==> config.mk <==
export PLATFORM = sky130hd
export DESIGN_NAME = if_id_fetch_stage_flat
export DESIGN_NICKNAME = d
export VERILOG_FILES = /design/src/rtl/if_id_fetch_stage_pkg.sv /design/src/rtl/if_id_fetch_stage_if.sv /design/src/rtl/if_id_fetch_stage_pc_register.sv /design/src/rtl/if_id_fetch_stage.sv /design/src/flat_wrapper.sv
export SDC_FILE = /design/constraint.sdc
export NUM_CORES = 1
export LEC_CHECK = 0
export ABC_AREA = 1
export CELL_PAD_IN_SITES_DETAIL_PLACEMENT = 0
export CELL_PAD_IN_SITES_GLOBAL_PLACEMENT = 1
export CORE_MARGIN = 2
export CORE_UTILIZATION = 31
export DETAILED_ROUTE_END_ITERATION = 16
export PLACE_DENSITY_LB_ADDON = 0.1
export RECOVER_POWER = 25
export SLEW_MARGIN = 20
export SYNTH_ARGS = -nofsm -noshare
export SYNTH_HDL_FRONTEND = slang
export SYNTH_SLANG_ARGS = --single-unit
export TNS_END_PERCENT = 50
==> constraint.sdc <==
create_clock -name clk -period 1.8 [get_ports clk]
set_input_delay 0.18 -clock clk [delete_from_list [all_inputs] [get_ports clk]]
set_output_delay 0.18 -clock clk [all_outputs]
set_load 0.1 [all_outputs]
==> src/rtl/if_id_fetch_stage_pkg.sv <==
// Shared constants, FSM encoding and helpers for the fetch stage and IF/ID register.
// Optional stall-cycle counter is enabled with STALL_COUNTER_EN.
package if_id_fetch_stage_pkg;

    localparam int          DATA_W           = 32;
    localparam int          RUN_CNT_W        = 8;
    localparam logic [DATA_W-1:0] NOP_INSTR        = 32'h0000_0000;
    localparam logic [DATA_W-1:0] PC_INCR          = 32'd4;
    localparam logic [DATA_W-1:0] DEFAULT_RESET_PC = 32'h0000_0000;

    typedef enum logic {
        RUN   = 1'b0,
        STALL = 1'b1
    } fetch_state_e;

    // Fetch addresses are always word aligned.
    function automatic logic [DATA_W-1:0] align_word(input logic [DATA_W-1:0] addr);
        return {addr[DATA_W-1:2], 2'b00};
    endfunction

endpackage

==> src/rtl/if_id_fetch_stage_if.sv <==
// Hazard-unit / instruction-memory / ID-stage bundle for the fetch stage.
// Stall_Count exists only when STALL_COUNTER_EN is defined.
interface if_id_fetch_stage_if;
    import if_id_fetch_stage_pkg::*;

    logic              PC_Write_Enable;
    logic              IF_ID_Enable;
    logic              Flush;
    logic [DATA_W-1:0] Branch_Target;
    logic [DATA_W-1:0] Instr_In;
    logic [DATA_W-1:0] PC_Out;
    logic [DATA_W-1:0] IF_ID_PC_Plus4;
    logic [DATA_W-1:0] IF_ID_Instr;
    logic              IF_ID_Valid;
    logic              Stall_Error;
`ifdef STALL_COUNTER_EN
    logic [DATA_W-1:0] Stall_Count;
`endif

    modport master (
        output PC_Write_Enable, IF_ID_Enable, Flush, Branch_Target, Instr_In,
        input  PC_Out, IF_ID_PC_Plus4, IF_ID_Instr, IF_ID_Valid, Stall_Error
`ifdef STALL_COUNTER_EN
        , input Stall_Count
`endif
    );

    modport slave (
        input  PC_Write_Enable, IF_ID_Enable, Flush, Branch_Target, Instr_In,
        output PC_Out, IF_ID_PC_Plus4, IF_ID_Instr, IF_ID_Valid, Stall_Error
`ifdef STALL_COUNTER_EN
        , output Stall_Count
`endif
    );

endinterface

==> src/rtl/if_id_fetch_stage_pc_register.sv <==
// Program counter flop: reset, hold, sequential increment and branch redirect.
module if_id_fetch_stage_pc_register
    import if_id_fetch_stage_pkg::*;
#(
    parameter logic [DATA_W-1:0] RESET_PC = DEFAULT_RESET_PC
) (
    input  logic              clk,
    input  logic              reset,
    input  logic              flush,
    input  logic              pc_write_enable,
    input  logic [DATA_W-1:0] branch_target,
    output logic [DATA_W-1:0] pc_p0
);

    logic [DATA_W-1:0] pc_next;

    // Redirect wins over the hazard unit's hold request.
    always_comb begin
        pc_next = pc_p0;
        if (flush) begin
            pc_next = align_word(branch_target);
        end else if (pc_write_enable) begin
            pc_next = pc_p0 + PC_INCR;
        end
    end

    always_ff @(posedge clk) begin
        if (reset) begin
            pc_p0 <= RESET_PC;
        end else begin
            pc_p0 <= pc_next;
        end
    end

endmodule

==> src/rtl/if_id_fetch_stage.sv <==
// Fetch stage: PC, IF/ID pipeline register, stall watchdog FSM.
// Define STALL_COUNTER_EN to add the saturating Stall_Count output.
module if_id_fetch_stage
    import if_id_fetch_stage_pkg::*;
#(
    parameter logic [DATA_W-1:0] RESET_PC  = DEFAULT_RESET_PC,
    parameter int                MAX_STALL = 16
) (
    input  logic                 clk,
    input  logic                 reset,
    if_id_fetch_stage_if.slave   fe
);

    localparam logic [RUN_CNT_W:0] MAX_STALL_W = (RUN_CNT_W+1)'(MAX_STALL);

    function automatic logic [RUN_CNT_W-1:0] sat_inc_run(input logic [RUN_CNT_W-1:0] v);
        return (&v) ? v : v + 1'b1;
    endfunction

    function automatic logic [DATA_W-1:0] sat_inc_word(input logic [DATA_W-1:0] v);
        return (&v) ? v : v + 1'b1;
    endfunction

    logic [DATA_W-1:0]    pc_p0;
    logic [DATA_W-1:0]    if_id_instr_p1;
    logic [DATA_W-1:0]    if_id_pc_plus4_p1;
    logic                 vld_p1;

    fetch_state_e         state_q, state_d;
    logic [RUN_CNT_W-1:0] run_cnt_q, run_cnt_d;
    logic [RUN_CNT_W:0]   run_cnt_would_be;
    logic                 stall_err_q, stall_err_d;
    logic                 stalled;

    assign stalled = !fe.IF_ID_Enable && !fe.Flush;

    // ---- IF: program counter ----
    if_id_fetch_stage_pc_register #(
        .RESET_PC (RESET_PC)
    ) u_pc_register (
        .clk             (clk),
        .reset           (reset),
        .flush           (fe.Flush),
        .pc_write_enable (fe.PC_Write_Enable),
        .branch_target   (fe.Branch_Target),
        .pc_p0           (pc_p0)
    );

    // ---- IF/ID boundary ----
    always_ff @(posedge clk) begin
        if (reset || fe.Flush) begin
            if_id_instr_p1    <= NOP_INSTR;
            if_id_pc_plus4_p1 <= '0;
            vld_p1            <= 1'b0;
        end else if (fe.IF_ID_Enable) begin
            if_id_instr_p1    <= fe.Instr_In;
            if_id_pc_plus4_p1 <= pc_p0 + PC_INCR;
            vld_p1            <= 1'b1;
        end
    end

    // Run counter value this edge would produce, unsaturated, for the watchdog.
    always_comb begin
        state_d          = state_q;
        run_cnt_d        = run_cnt_q;
        stall_err_d      = stall_err_q;
        run_cnt_would_be = '0;
        case (state_q)
            RUN: begin
                if (stalled) begin
                    state_d          = STALL;
                    run_cnt_d        = RUN_CNT_W'(1);
                    run_cnt_would_be = (RUN_CNT_W+1)'(1);
                end
            end
            STALL: begin
                if (stalled) begin
                    run_cnt_d        = sat_inc_run(run_cnt_q);
                    run_cnt_would_be = {1'b0, run_cnt_q} + 1'b1;
                end else begin
                    state_d   = RUN;
                    run_cnt_d = '0;
                end
            end
            default: begin
                state_d   = RUN;
                run_cnt_d = '0;
            end
        endcase
        if (stalled && (run_cnt_would_be > MAX_STALL_W)) begin
            stall_err_d = 1'b1;
        end
    end

    always_ff @(posedge clk) begin
        if (reset) begin
            state_q     <= RUN;
            run_cnt_q   <= '0;
            stall_err_q <= 1'b0;
        end else begin
            state_q     <= state_d;
            run_cnt_q   <= run_cnt_d;
            stall_err_q <= stall_err_d;
        end
    end

`ifdef STALL_COUNTER_EN
    logic [DATA_W-1:0] stall_cnt_q;

    always_ff @(posedge clk) begin
        if (reset) begin
            stall_cnt_q <= '0;
        end else if (stalled) begin
            stall_cnt_q <= sat_inc_word(stall_cnt_q);
        end
    end

    assign fe.Stall_Count = stall_cnt_q;
`endif

    assign fe.PC_Out         = pc_p0;
    assign fe.IF_ID_Instr    = if_id_instr_p1;
    assign fe.IF_ID_PC_Plus4 = if_id_pc_plus4_p1;
    assign fe.IF_ID_Valid    = vld_p1;
    assign fe.Stall_Error    = stall_err_q;

endmodule

==> src/flat_wrapper.sv <==
// flat-port wrapper written by rule: the top's interface ports become plain ports
module if_id_fetch_stage_flat import if_id_fetch_stage_pkg::*;
#(
    parameter logic [DATA_W-1:0] RESET_PC  = DEFAULT_RESET_PC,
    parameter int                MAX_STALL = 16
)
  (clk, reset, fe_PC_Write_Enable, fe_IF_ID_Enable, fe_Flush, fe_Branch_Target, fe_Instr_In, fe_PC_Out, fe_IF_ID_PC_Plus4, fe_IF_ID_Instr, fe_IF_ID_Valid, fe_Stall_Error);
  if_id_fetch_stage_if fe_i ();
  input  logic clk;
  input  logic reset;
  input wire logic [$bits(fe_i.PC_Write_Enable)-1:0] fe_PC_Write_Enable;
  input wire logic [$bits(fe_i.IF_ID_Enable)-1:0] fe_IF_ID_Enable;
  input wire logic [$bits(fe_i.Flush)-1:0] fe_Flush;
  input wire logic [$bits(fe_i.Branch_Target)-1:0] fe_Branch_Target;
  input wire logic [$bits(fe_i.Instr_In)-1:0] fe_Instr_In;
  output wire logic [$bits(fe_i.PC_Out)-1:0] fe_PC_Out;
  output wire logic [$bits(fe_i.IF_ID_PC_Plus4)-1:0] fe_IF_ID_PC_Plus4;
  output wire logic [$bits(fe_i.IF_ID_Instr)-1:0] fe_IF_ID_Instr;
  output wire logic [$bits(fe_i.IF_ID_Valid)-1:0] fe_IF_ID_Valid;
  output wire logic [$bits(fe_i.Stall_Error)-1:0] fe_Stall_Error;
  assign fe_i.PC_Write_Enable = fe_PC_Write_Enable;
  assign fe_i.IF_ID_Enable = fe_IF_ID_Enable;
  assign fe_i.Flush = fe_Flush;
  assign fe_i.Branch_Target = fe_Branch_Target;
  assign fe_i.Instr_In = fe_Instr_In;
  assign fe_PC_Out = fe_i.PC_Out;
  assign fe_IF_ID_PC_Plus4 = fe_i.IF_ID_PC_Plus4;
  assign fe_IF_ID_Instr = fe_i.IF_ID_Instr;
  assign fe_IF_ID_Valid = fe_i.IF_ID_Valid;
  assign fe_Stall_Error = fe_i.Stall_Error;
  if_id_fetch_stage #(.RESET_PC(RESET_PC), .MAX_STALL(MAX_STALL)) u_core (.clk(clk), .reset(reset), .fe(fe_i));
endmodule
Word level (Yosys, flattened, before mapping)
Cells that the tools add are included.
{"block": "totals", "ff_bits": 107, "latchBits": 0, "mem_bits_rw": 0, "mem_bits_ro": 0, "inputBits": 69, "out_inout_bits": 98, "wordCells": 34, "mem_count": 0}
{"block": "op_classes", "addsub": 3, "n_mul": 0, "n_div": 0, "n_lt_le_gt_ge": 1, "n_eq_ne": 2, "n_shift": 0, "muxes": 10, "n_bitwise": 1, "n_reduce_logical": 9}
{"cell": "2-to-1 mux 32 bit", "n": 2}
{"cell": "adder 32 x 3 -> 32 bit (second input constant)", "n": 1}
{"cell": "2-to-1 mux 8 bit", "n": 3}
{"cell": "one-hot mux 9 bit (2 select lines)", "n": 1}
{"cell": "one-hot mux 8 bit (2 select lines)", "n": 1}
{"cell": "adder 8 x 1 -> 9 bit (second input constant)", "n": 1}
{"cell": "> comparator 9 x 5 -> 1 bit (second input constant)", "n": 1}
{"cell": "2-to-1 mux 9 bit", "n": 1}
{"cell": "adder 8 x 1 -> 8 bit (second input constant)", "n": 1}
{"cell": "AND reduction 8 bit", "n": 1}
{"cell": "inequality test 3 bit (second input constant)", "n": 1}
{"cell": "logical AND 1 bit", "n": 2}
{"cell": "zero test 1 bit", "n": 2}
{"cell": "2-to-1 mux 1 bit", "n": 2}
{"cell": "inequality test 2 x 1 -> 1 bit (second input constant)", "n": 1}
{"cell": "AND reduction 2 bit", "n": 1}
{"cell": "nonzero test 2 bit", "n": 1}
{"cell": "OR reduction 2 bit", "n": 1}
{"cell": "logical OR 1 bit", "n": 1}
{"cell": "inverter 1 bit", "n": 1}

Logic depth before layout (Yosys ltp)
{"block": "logic_depth", "ltp_word": 6, "depth_mapped": 11, "ltp_nobuf": 11}

Modules after synthesis
Synthesis repeated with hierarchy kept, for this count alone.
{"block": "unflattened", "cells_unflattened": 860, "hier_area_um2": 5736.8}
{"module": "if_id_fetch_stage", "n_inst": 1, "cells_each": 534, "area_each_um2": 3636.0, "seq_area_each_um2": 1501.4}
{"module": "if_id_fetch_stage_pc_register", "n_inst": 1, "cells_each": 326, "area_each_um2": 2100.8, "seq_area_each_um2": 600.6}

Worst setup path after synthesis
OpenSTA, ideal clock, no wires.
{"block": "synth_path", "path_kind": "register to register", "start": "register u_core.u_pc_register.pc_p0[2]", "end": "register u_core.u_pc_register.pc_p0[18]", "setup_ps": 71, "arrival_time_ps": 2234, "required_time_ps": 1729, "path_slack_ps": -505, "stages_incl_launch_ff": 9, "path_buffers": 0, "period_less_slack_ps": 2305, "cell_sequence": "dfxtp_1 > ha_1 > inv_1 > nor2_2 > nand2_1 > nor2_1 > xor2_1 > nand2_1 > a21oi_1"}
{"block": "synth_via", "elab_chain_cells": 3}
{"element": "from (decl)", "line": "if_id_fetch_stage_pc_register.sv:12", "rtl": "output logic [DATA_W-1:0] pc_p0"}
{"element": "from (signal assigned)", "line": "if_id_fetch_stage_pc_register.sv:31", "rtl": "pc_p0 <= pc_next;"}
{"element": "adder 32 x 3 -> 32 bit", "line": "if_id_fetch_stage_pc_register.sv:23", "rtl": "pc_next = pc_p0 + PC_INCR;"}
{"element": "2-to-1 mux 32 bit", "line": "if_id_fetch_stage_pc_register.sv:22", "rtl": "end else if (pc_write_enable) begin"}
{"element": "2-to-1 mux 32 bit", "line": "if_id_fetch_stage_pc_register.sv:20", "rtl": "if (flush) begin"}
Every way passes these cells. The select of a mux whose other input is x is not followed.
A chain may end at the register's enable or synchronous reset.

Worst setup path in the final report
{"block": "layout_path", "start": "register u_core.u_pc_register.pc_p0[2]", "end": "register u_core.u_pc_register.pc_p0[26]"}
Same word-level chain as after synthesis.

==> impl_metrics.ini <==
[status]
status = finished clean

[power]
vdd_drop_max_mv = 0.621
swShare_pct = 34.4
power.switching_mw = 1.94
p_leak_nw = 2.82
powerDensity_mw_per_mm2 = 860
p_seq_share_pct = 43.7
internal-power_mw = 3.69
clock_power_share_pct = 35.3
power_mw = 5.63
combPwrFrac_pct = 21.0

[layout]
layout_commonest_cell = nand2_1
fillers = 1531
layout.nets = 878
final_util_pct = 45.1
layout_common_cells = nand2_1, dfxtp_1, buf_4
finalInstanceArea_sq_mm = 0.00655
fin_cells = 997
area_growth_pct = 41.6
drive_above_1_share_pct = 21.8

[global_route]
antenna_found_initial = 1
grt_max_degree = 44
grt_remaining_overflow = 0
grtUsageTotal_pct = 18.9
grt_pass1_vias = 4532
grt_pass1_wl_um = 24000

[hold_path]
hold_depth = 3
min_from = fe_Instr_In[30]
hold_class = primary input to flip-flop
holdPathEnd = u_core.fe.IF_ID_Instr[30]

[cts]
cts_hold_buf = 0
cts_root_buf = clkbuf_16
post_cts_resized = 0
cts_tree = yes
clk_path_buf_depth = 2
cts_buffers = 9
htreeDepth = 3
postCtsSetupBuffers = 0
path_clk_slew_ps = 80
clkSinkCount = 103
worst_skew_pair.late_latency_ps = 350

[die]
io_pins = 167
rows = 44
core_area_sq_mm = 0.0145
start_util_pct = 31.8
dieArea_sq_mm = 0.0159
die_h_um = 126
dieWidth_um = 126

[placement]
gp_congestion = 0.912
place_ws_ps = 31.2
dpl-instance-area_sq_mm = 0.00634
hpwlAfterDp_um = 11900
place_inst = 980
io_buffers = 160

[setup_path]
setup.worst_path.class = flip-flop to flip-flop
crit_path_frequent_cell = nand2_1
slowest_stage = dfxtp_4
path_max_fanout = 9
crit_buf_inv = 2
critPathLaunchType = flip-flop
path_cells = ha_1, inv_1, nor2_2, nand2_1, inv_1, nand3_1, nand2_1, nand2_1, a21oi_1
arrival_ps = 1940
ff2ff_path_depth = 9
rr_startpoint = u_core.u_pc_register.pc_p0[2]
critPathTopFamily = simple AND/OR/NAND/NOR gates
endpoint_kind = flip-flop
worst_path_largest_cell_delay_ps = 420
r2r_slack_ps = 150
r2r-end = u_core.u_pc_register.pc_p0[26]
required_ps = 2080

[route]
vias = 4790
wl_per_cell_um = 15.2
drt-initial-drc-count = 204
viasPerCell = 4.80
drt-total-wl_um = 15200
drc = 0
drtAntennaViolNets = 0
drt_pass1_iterations = 5

[logic_synthesis]
ys_seq_area_share_pct = 44.6
synth_top_area_share_pct = 44.6
netlist_area_sq_mm = 0.00463
synth_cell_types = 29
syn_avg_cell_area_sq_um = 7.21
synth_warnings = 0
synth_largest_area_cell = dfxtp_1
synth_area_leaders = dfxtp_1, nand2_1, a22o_1
synthCells = 642
synth_seq_cells = 103

[timing]
fmax_mhz = 605
fin_crit_sh_pct = 91.8
finalSetupTns_ps = 0
relSlewSlack_pct = 63.2
period_needed_ps = 1650
setup_viol = 0
timing.hold.ws_ps = 387
maxSlewViolCount = 0
hold_viol = 0
max_slew.worst_pin.slew_ps = 554
fin_ws_ps = 148
skew_ps = 9.51

[flow_run]
maxCapViolCount = 0
logic make-up (layout without fill, tap and decap cells):
group                      Yosys count  in the layout  share of synthesized area [%]
other                                1              5                         0.0811
adders and majority gates            2              2                          0.541
DFF                                103            103                           44.6
and+or+nand+nor                    348            348                           30.1
xor gates and xnor gates            14             14                           2.65
AOI/OAI and AO/OA                  106            106                           15.6
buffers and inverters               68            235                           6.44
synthesized netlist by cell type:
cell type  number
o21ai_2         1
a22oi_1        22
o21a_1          2
nand2_2         2
buf_4           4
a21o_1          1
inv_2           1
nand4_2         1
a22o_1         31
dfxtp_1       103
nor2_2          7
buf_6           1
xnor2_1         6
buf_2          16
nand2_1       246
clkinv_1        1
nand4_1         1
inv_1          35
a21oi_1        39
a31oi_1         6
conb_1          1
ha_1            2
o21ai_0         4
nand3b_1        1
clkbuf_1       10
nand3_1        28
nor2_1         60
xor2_1          8
nor2_4          2
worst register-to-register path: cells and delay by family (launching register included):
| family | cells | cell delay (ps) |
|---|---|---|
| compound gates | 1 | 110 |
| flops | 1 | 420 |
| simple gates | 5 | 570 |
| fa+ha+maj | 1 | 210 |
| buf+inv | 2 | 270 |
power by group through the flow:
stage | clock network (mW) | registers [mW] | logic (mW)
after floorplan | 0 | 3.04 | 0.286
after global placement | 0 | 2.51 | 1.20
after detailed placement | 0 | 2.52 | 1.20
after CTS | 2.06 | 2.46 | 1.21
after global routing | 2.15 | 2.48 | 1.24
final | 1.98 | 2.46 | 1.18
registers in the layout, indices dropped and copies added, names as in the netlist:
signal and count:
u_core.fe.IF_ID_Instr 32, u_core.fe.IF_ID_Valid 1, u_core.run_cnt_q 8, u_core.state_q 1, u_core.fe.Stall_Error 1, u_core.u_pc_register.pc_p0 30
u_core.fe.IF_ID_PC_Plus4 30
worst max-delay path by stage:
stage                                          end  depth (start not counted)  slack [ps]                           start
floorplan           u_core.u_pc_register.pc_p0[30]                          9          10  u_core.u_pc_register.pc_p0[29]
global placement             u_core.fe.Stall_Error                         11          70                        fe_Flush
detailed placement             u_core.run_cnt_q[3]                         10          30                 fe_IF_ID_Enable
CTS                 u_core.u_pc_register.pc_p0[18]                          8         100   u_core.u_pc_register.pc_p0[2]
global route        u_core.u_pc_register.pc_p0[26]                         10          -3   u_core.u_pc_register.pc_p0[2]
finish              u_core.u_pc_register.pc_p0[26]                          9         150   u_core.u_pc_register.pc_p0[2]
metal layers:
metal	routed length (um)	global-route usage, %	part of all wire [%]	vias to the layer above
met4	282	6.14	1.9	0
met1	6880	24.5	45	2218
li1	-	-	-	2423
met2	7240	31.1	48	135
met3	775	4.46	5.1	14
met5	0	0	0	-
area by class of cell:
type,count,area [sq um],share of cell area [%]
Multi-Input combinational cell,474,2300,35.2
Antenna cell,1,2.50,0.0382
Sequential cell,103,2100,32.1
Clock inverter,7,78.8,1.20
Timing Repair Buffer,182,1470,22.4
Inverter,37,139,2.12
Clock buffer,9,225,3.44
Tap cell,184,230,3.52
Power figures use the tool's default switching activity.
